[src/rtl/dac_sample_feeder.sv]
// dac_sample_feeder: converts paired 14-bit ADC samples to 12-bit offset-binary DAC codes, buffers them, feeds one pair per DAC frame
// Ports:
//   CLK_50M, RST_N        clock, async active-low reset
//   adc_a, adc_b          14-bit two's complement samples, qualified by adc_valid strobe
//   dacNumber             DAC_Driver channel indicator (foreign domain); 1->0 marks frame end
//   clear_flags           sync clear of sticky overflow/underflow
//   Va, Vb                current DAC codes
//   startEnable           high once primed (RUN)
//   fifo_level            stored pairs
//   overflow, underflow   sticky drop / starve flags
module dac_sample_feeder #(
    parameter int DEPTH = 4,
    parameter int PRIME_LEVEL = 2,
    parameter int SHIFT = 2,
    parameter int OFFSET_CODE = 2048
) (
    input  logic                     CLK_50M,
    input  logic                     RST_N,
    input  logic [13:0]              adc_a,
    input  logic [13:0]              adc_b,
    input  logic                     adc_valid,
    input  logic                     dacNumber,
    input  logic                     clear_flags,
    output logic [11:0]              Va,
    output logic [11:0]              Vb,
    output logic                     startEnable,
    output logic [$clog2(DEPTH):0]   fifo_level,
    output logic                     overflow,
    output logic                     underflow
);
    localparam int AW = $clog2(DEPTH);
    localparam logic [AW:0] FULL = (AW+1)'(DEPTH);
    localparam logic [AW:0] PL = (AW+1)'(PRIME_LEVEL);
    localparam logic signed [15:0] OFF = 16'(OFFSET_CODE);
    localparam logic [0:0] PRIME = 1'b0, RUN = 1'b1;
    localparam logic [11:0] MID = 12'(OFFSET_CODE);

    function automatic logic [11:0] to_code(input logic [13:0] s);
        logic signed [15:0] t;
        t = ($signed({{2{s[13]}}, s}) >>> SHIFT) + OFF;
        return t < 16'sd0 ? 12'd0 : t > 16'sd4095 ? 12'hfff : t[11:0];
    endfunction

    logic [23:0]    mem [DEPTH];
    logic [AW-1:0]  wp, rp;
    logic [2:0]     sync;
    logic           frame_done;
    logic [0:0]     state;
    logic           push, pop;

    always_comb begin
        pop  = state == PRIME ? fifo_level >= PL : frame_done && fifo_level != '0;
        push = adc_valid && (fifo_level != FULL || pop);
    end

    assign startEnable = state == RUN;

    always_ff @(posedge CLK_50M)
        if (push) mem[wp] <= {to_code(adc_a), to_code(adc_b)};

    // sync[1:0] synchronise dacNumber, sync[2] is the edge-detect history;
    // frame_done is registered so it is a clean single-cycle pulse
    always_ff @(posedge CLK_50M or negedge RST_N) begin
        if (!RST_N) begin
            sync       <= '0;
            frame_done <= 1'b0;
            wp         <= '0;
            rp         <= '0;
            fifo_level <= '0;
            Va         <= MID;
            Vb         <= MID;
            state      <= PRIME;
            overflow   <= 1'b0;
            underflow  <= 1'b0;
        end else begin
            sync       <= {sync[1:0], dacNumber};
            frame_done <= sync[2] & ~sync[1];
            if (push) wp <= wp + 1'b1;
            if (pop) begin
                rp       <= rp + 1'b1;
                {Va, Vb} <= mem[rp];
            end
            fifo_level <= fifo_level + (AW+1)'(push) - (AW+1)'(pop);
            state      <= pop ? RUN : state;
            overflow   <= (adc_valid && !push) || (overflow && !clear_flags);
            underflow  <= (state == RUN && frame_done && fifo_level == '0) || (underflow && !clear_flags);
        end
    end
endmodule

[config.mk]
export PLATFORM = sky130hd
export DESIGN_NAME = dac_sample_feeder
export DESIGN_NICKNAME = d
export VERILOG_FILES = /design/src/rtl/dac_sample_feeder.sv
export SDC_FILE = /design/constraint.sdc
export NUM_CORES = 1
export LEC_CHECK = 0
export CAP_MARGIN = 15
export CELL_PAD_IN_SITES_DETAIL_PLACEMENT = 0
export CELL_PAD_IN_SITES_GLOBAL_PLACEMENT = 1
export CORE_UTILIZATION = 35
export CTS_CLUSTER_SIZE = 14
export DETAILED_ROUTE_END_ITERATION = 7
export GPL_ROUTABILITY_DRIVEN = 0
export PLACE_DENSITY = 0.7
export RECOVER_POWER = 25
export SLEW_MARGIN = 10
export SYNTH_ARGS = -nofsm -noshare
export SYNTH_HDL_FRONTEND = slang
export SYNTH_SLANG_ARGS = --single-unit
[constraint.sdc]
create_clock -name CLK_50M -period 3.9 [get_ports CLK_50M]
set_input_delay 0.39 -clock CLK_50M [delete_from_list [all_inputs] [get_ports CLK_50M]]
set_output_delay 0.39 -clock CLK_50M [all_outputs]
set_load 0.005 [all_outputs]
Word-level counts from Yosys, hierarchy flattened. Memories as Yosys holds them, arrays and structs flattened. A register that Yosys moved wholly into a read port is not among the register bits. Index checks and enable logic that the tools add are counted. W data, S select, Z words.

$add $sub $neg: 6. Magnitude comparators: 5. Equal/unequal tests: 1. Muxes and demuxes: 7. Bitwise gates (word level): 2. Reductions and logical operators: 15.

Operators by type and width (number): $mux W12 (4); $add A12 B13 Y14 const B (2); $gt A14 B13 Y1 const B (2); $lt A14 B1 Y1 const B (2); $logic_and A1 B1 Y1 (7); $add A2 B1 Y2 const B (2); $add A3 B1 Y3 (1); $ge A3 B2 Y1 const B (1); $logic_not A1 Y1 (3); $logic_not A3 Y1 (1); $logic_or A1 B1 Y1 (3); $mux W1 (3); $ne A3 B3 Y1 const B (1); $reduce_bool A3 Y1 (1); $sub A3 B1 Y3 (1); $and A1 B1 Y1 (1); $not A1 Y1 (1).

Bits in registers: 14. RAM bits: 96. Input bits: 33. Output and inout bits: 30. Logic and storage cells: 45. Memories kept: 1.

Memory list: mem (words 4, width 24, rd ports 1, clocked after memory_dff 1, wr ports 1, line 44) `logic [23:0] mem [DEPTH];`.

Logic depth before layout (Yosys ltp). Gate-level depths: netlist (run 1).

Depth in word-level cells: 8. Mapped depth: 12. Gate-level depth less buffers: 12.

Least setup slack after synthesis (run 1). OpenSTA, ideal clock, no wires.

Path type: flip-flop to flip-flop. From: register fifo_level[1]. To: register fifo_level[2]. Library setup time: 0.122 ns. Arrival time: 2.335 ns. Data required time: 3.778 ns. Slack: 1.443 ns. Cell stages (with the launch flop): 13. Buffers on the path: 0. Period minus slack after synthesis: 2.457 ns. Cell sequence: dfrtp_1 inv_1 ha_1 nand2b_1 a2111o_1 and2_4 inv_1 ha_1 inv_1 ha_1 inv_1 fa_1 xor2_1.

Word-level cells in the longest chain between the ends: 7. Elaborated cells between the ends (all ways): 9. Those cells by class: add/sub: 2; order compare: 1; eq/ne: 1; mux: 1; reduce/logical: 4.

RTL lines: start, declared (line 27) `output logic [$clog2(DEPTH):0] fifo_level,`; start signal, assigned (line 83) `fifo_level <= fifo_level + (AW+1)'(push) - (AW+1)'(pop);`; parallel branches: the longest is 6 deep, another holds $ge A3 B2 Y1; $sub A3 B1 Y3 (*) (line 83).

Mark *: on every way between the ends. A chain may end at the register's enable or synchronous reset.

Worst setup path after layout (run 1). Same ends and word-level chain as after synthesis.

==> results.md, run 1 <==
* RSZ-0062 raised after global routing: no
* Max Buffers Root-to-Sink at 2
* Combinational share of power at 0.245
* CP Capture Point: fifo_level[2]
* Critical path arrival at 2.97 ns
* Status: complete, no violations
* Rows at 44
* Reg2reg path depth at 12
* Clock power share at 0.317
* Tcrit/Tclk final at 0.6868
* Post-CTS Resized at 0
* Commonest non-fill, non-tap cells in the layout: 96 x edfxtp_1, 38 x clkdlybuf4s50_1, 35 x dfrtp_1
* Layout Nets at 345
* Antenna cell count at 0
* P_leak at 2.386 nW
* Sequential Power Share at 0.439
* I/O pins at 63
* Core Region at 0.01453 mm^2
* Die X at 124.1 um
* Pwr Total at 4.991 mW
* Drt drc at 0
* Crit path kind: register to register
* Die area at 0.01540 mm^2
* Peak fanout along the critical path at 7
* P&R area growth vs syn at 24.32%
* Antenna violations before repair at 0
* Yosys top cell area share at 0.5527
* Worst-path clk slew at 0.05 ns
* Total Routing Usage GR at 0.1297
* Via count at 2324
* Crit path launch: fifo_level[1]
* CTS tree: built
* DRT iter0 DRCs at 106
* Seq/Total Area, Yosys at 0.7354
* #FFs+latches synth at 134
* Via density at 4.648
* DR WL/cell at 17.71 um
* Worst slew pin tran at 0.9466 ns
* Worst Path Required at 4.19 ns
* Post-route insts no fill at 500
* Slew Viols, Final at 0
* Yosys cell types at 28
* Fin crit period at 2.678 ns
* Placed cells at 469
* First-pass iteration count of the detailed router at 4
* Synthesized instance count at 253
* Clock Sinks at 134
* Vias in the first global route at 2475
* Worst rel slew slack at 0.3689
* Reg2reg start: fifo_level[1]
* Switching portion of total power at 0.2488
* Dpl hpwl at 5304 um
* Pin count of the biggest net entering global routing at 39
* Final setup vio count at 0
* Hold WC Path Type: input pin to asynchronous set/reset pin
* Post-CTS Setup Inserts at 0
* Ys Warns at 0
* H-tree Lvls at 4
* Worst-Skew Late Latency at 0.41 ns
* Net Count, Synth at 294
* Setup crit end kind: register
* Switching pwr at 1.242 mW
* CTS buffer count at 17
* Share of cells above drive strength 1 at 0.2658
* Fmax at 373.4 MHz
* Post-layout util at 0.4462
* Pwr Density at 769.6 mW/mm^2
* Hold Fails Final Rpt at 0
* Root Buffer: clkbuf_16
* ANT nets after route at 0
* Aggregate routed wire length at 8856 um
* R2R Setup Slk at 1.22 ns
* Reg2Reg Capture Point: fifo_level[2]
* First-pass GRT wire length at 13660 um
* Die H at 124.1 um
* IO Port Bufs at 58
* Starting Density at 0.3589
* Setup_tns at 0 ns
* Clock skew at 0.005944 ns
* Int Power at 3.749 mW
* Critical path startpoint category: register
* Mapped Area at 0.005216 mm^2
* Synth area leader: edfxtp_1
* # hold bufs at CTS at 0
* Mapped Avg Cell Area at 20.62 um^2
* Total grt overflow at 0
* Peak VDD IR at 0.3595 mV
* Max-cap viol count at 0
* Synth area leaders: edfxtp_1 55%, dfrtp_1 17%, mux4_2 7.8%
* Commonest non-fill, non-tap cell in the layout: edfxtp_1
==> kinds of logic (layout without fill, tap and decap cells) <==
kind of cell | after synthesis | after routing | share of synthesized area
XOR/XNOR | 4 | 4 | 0.006717
adder cells (fa/ha/maj) | 8 | 8 | 0.02063
flip-flops | 134 | 134 | 0.7354
buffers and inverters | 42 | 105 | 0.04102
multiplexers | 48 | 48 | 0.1727
AO/OA/AOI/OAI | 5 | 5 | 0.009114
AND/OR/NAND/NOR | 12 | 12 | 0.01439
==> state kept, by name (all words and copies together) (netlist names), 2 cells and up <==
register	cells
rp	2
wp	2
Va	12
sync	3
Vb	12
mem	96
fifo_level	3
==> final cells by class <==
class	count	area (um^2)
fill	1278	8049
inverter	12	45.04
multi-input combinational	77	1176
clock inverter	10	130.1
clock buffer	21	460.4
timing repair buffer	62	605.6
sequential	134	3837
tap	184	230.2
==> worst max-delay path, cell delays in order, from the launching register on <==
cell and delay, ns:
dfrtp_1 0.44, inv_1 0.08, ha_1 0.21, nand2b_1 0.10, a2111o_1 0.47, and2_4 0.22
inv_1 0.06, ha_1 0.22, inv_1 0.05, ha_1 0.12, inv_1 0.04, fa_1 0.37
xor2_1 0.17
==> how the worst min path moves through the flow <==
stage                     cells past startpoint  endpoint  slack (ns)
after floorplan                               0     Va[0]        0.09
after global placement                        0   sync[1]        0.34
after detailed placement                      0   sync[1]        0.34
after CTS                                     1     Va[1]        0.17
after global routing                          1     Vb[7]        0.20
final                                         1     Vb[2]        0.13
==> layer usage <==
| layer | global-route usage | wire (um) | vias to the layer above |
|---|---|---|---|
| met5 | 0 | 0 | - |
| met4 | 0.05804 | 122 | 0 |
| met3 | 0.04762 | 418 | 12 |
| met2 | 0.2006 | 4268 | 49 |
| met1 | 0.1626 | 4046 | 1203 |
| li1 | - | - | 1060 |
==> power by group through the flow <==
| stage | clock, mW | sequential [mW] | combinational, mW |
|---|---|---|---|
| finish | 1.58 | 2.19 | 1.22 |
| global route | 1.68 | 2.25 | 1.32 |
| CTS | 1.62 | 2.21 | 1.25 |
| detailed placement | 0 | 2.23 | 1.25 |
| global placement | 0 | 2.22 | 1.23 |
| floorplan | 0 | 2.09 | 0.870 |
==> metrics by stage <==
| step | worst slack (ns) | cell area [um^2] | hold slack [ns] |
|---|---|---|---|
| final | 1.222 | 6485 | 0.1317 |
| after CTS | 1.202 | 6485 | 0.1666 |
| after detailed placement | 1.212 | 5894 | 0.3404 |
| after global routing | 1.086 | 6485 | 0.2039 |
| after global placement | 1.309 | 5894 | 0.3442 |
| after floorplan | 1.443 | 5216 | 0.09441 |
==> synth_stat cells <==
master     count
xor2_1         2
ha_1           7
nor3_2         1
clkbuf_1      24
and3_1         4
mux2_4        18
buf_12         2
nand2b_1       2
mux4_1         6
dfstp_2        2
a32o_1         1
mux4_2        18
xnor2_1        2
nand3_1        1
and2_4         1
o21ai_1        1
inv_1         12
a2111o_1       1
nor2b_1        1
mux2_2         6
buf_6          3
o2bb2ai_1      1
edfxtp_1      96
dfrtp_1       36
nand2_1        2
buf_2          1
fa_1           1
o22ai_2        1
Power figures use the tool's default switching activity.
==> run 2: changes to the inputs <==
PLACE_DENSITY = 0.72   (was 0.7)
clock period = 2.2 ns   (was 3.9 ns; I/O delays follow)
==> run 2 against run 1 <==
Net effect: the flow now finishes with violations (negative setup slack); sequential share of layout area decreased by 1.5 points; critical path depth unchanged; clock skew rose by 0.0015 ns; combinational power increased by 110%.
==> results.md, run 2 (synthesized netlist as in run 1, its figures left out) <==
* Die H at 124.1 um
* Peak VDD IR at 0.7700 mV
* Die X at 124.1 um
* CTS buffer count at 17
* Clock Sinks at 134
* Worst-path clk slew at 0.06 ns
* DR WL/cell at 17.27 um
* Pwr Density at 1348 mW/mm^2
* Post-Route Hold Slack at 0.3074 ns
* Pin count of the biggest net entering global routing at 27
* Antenna cell count at 0
* Max Buffers Root-to-Sink at 2
* Total Routing Usage GR at 0.1297
* Critical path startpoint category: register
* P&R area growth vs syn at 27.54%
* Rows at 44
* Crit path kind: register to register
* Commonest non-fill, non-tap cell in the layout: edfxtp_1
* Worst rel slew slack at 0.6707
* IO Port Bufs at 58
* H-tree Lvls at 4
* RSZ-0062 raised after global routing: yes
* Largest Register: mem
* Worst-Skew Late Latency at 0.41 ns
* Dpl hpwl at 5311 um
* Critical path arrival at 2.60 ns
* Pwr Total at 8.971 mW
* Post-layout util at 0.4577
* Top Registers: mem (96), Va (12), Vb (12)
* Peak fanout along the critical path at 2
* Setup_tns at -0.1517 ns
* Starting Density at 0.3589
* Max-cap viol count at 0
* Core Region at 0.01453 mm^2
* Clock skew at 0.007428 ns
* Antenna violations before repair at 0
* Fmax at 435.5 MHz
* Via count at 2420
* Post-route cell area at 0.006653 mm^2
* Aggregate routed wire length at 8965 um
* Failing checks: negative setup slack
* Die area at 0.01540 mm^2
* CTS tree: built
* Hold WC Path Type: input pin to asynchronous set/reset pin
* First-pass iteration count of the detailed router at 5
* Post-placement cell area at 0.006046 mm^2
* Worst Path Required at 2.50 ns
* Setup crit end kind: register
* Placed cells at 484
* Tcrit/Tclk final at 1.044
* Post-route insts no fill at 519
* Hold Fails Final Rpt at 0
* Fin crit period at 2.296 ns
* DRT iter0 DRCs at 115
* Drt drc at 0
* I/O pins at 63
* ANT nets after route at 0
* Fillcell total at 1268
* Via density at 4.663
* P_leak at 2.460 nW
* Setup ws final at -0.09610 ns
* First-pass GRT wire length at 14040 um
* Total grt overflow at 0
* Status: complete, but fails checks
* Vias in the first global route at 2553
* Root Buffer: clkbuf_16
* Commonest non-fill, non-tap cells in the layout: 96 x edfxtp_1, 38 x clkdlybuf4s50_1, 34 x dfrtp_1
* Number of flip-flops in the largest register at 96
* Slew Viols, Final at 0
* Share of cells above drive strength 1 at 0.3313
* R2R Setup Slk at -0.1 ns
* Layout Nets at 363
* Final setup vio count at 2
* Worst slew pin tran at 0.4940 ns
* Pre-CTS setup slack at -0.1355 ns
==> run 2: what timing repair did <==
action,in CTS,in global routing
cloned,0,0
resized for setup,0,1
endpoints found under the hold margin,15,0
hold buffers,1,0
endpoints found under the setup margin,2,2
pin swaps,2,1
setup buffers,1,1
==> run 2: path summary, 6_finish.rpt <==
path / from / to / cells after the start
max in group asynchronous: RST_N / fifo_level[1] / 3
setup / recovery: fifo_level[2] / fifo_level[1] / 12
setup reg to reg: fifo_level[2] / fifo_level[1] / 12
min in group CLK_50M: sync[0] / sync[1] / 0
hold / removal: RST_N / Vb[1] / 2
hold reg to reg: sync[0] / sync[1] / 0
==> run 2: metal layers <==
metal | routed length (um) | vias up | track usage
met5 | 0 | - | 0
met4 | 89 | 0 | 0.04464
met3 | 334 | 8 | 0.04579
met2 | 4443 | 52 | 0.2093
met1 | 4097 | 1259 | 0.1616
li1 | - | 1101 | -
==> run 2: power by group <==
group	total, mW	leakage, nW	internal [mW]	switching (mW)
Sequential	3.70	1.32	3.43	0.265
Clock	2.69	0.273	1.68	1.01
Combinational	2.58	0.863	1.55	1.03
Total	8.97	2.46	6.67	2.30
==> run 2: critical path, stage by stage (launching register included) <==
cell	delay, ns
dfrtp_1	0.39
inv_2	0.08
ha_4	0.15
nand2b_4	0.05
a2111o_1	0.37
and2_4	0.15
inv_2	0.06
ha_4	0.19
inv_2	0.06
ha_4	0.11
inv_2	0.03
fa_2	0.51
inv_1	0.04
==> run 2: area by class of cell <==
type                    instances  area [um^2]  share of cell area
flip-flops and latches        134         3839              0.5770
multi-input cells              77         1221              0.1836
repair buffers                 80        743.2              0.1117
clock buffers                  18        439.2             0.06601
well taps                     184        230.2             0.03461
clock inverters                14        135.1             0.02031
inverters                      12        45.04            0.006771
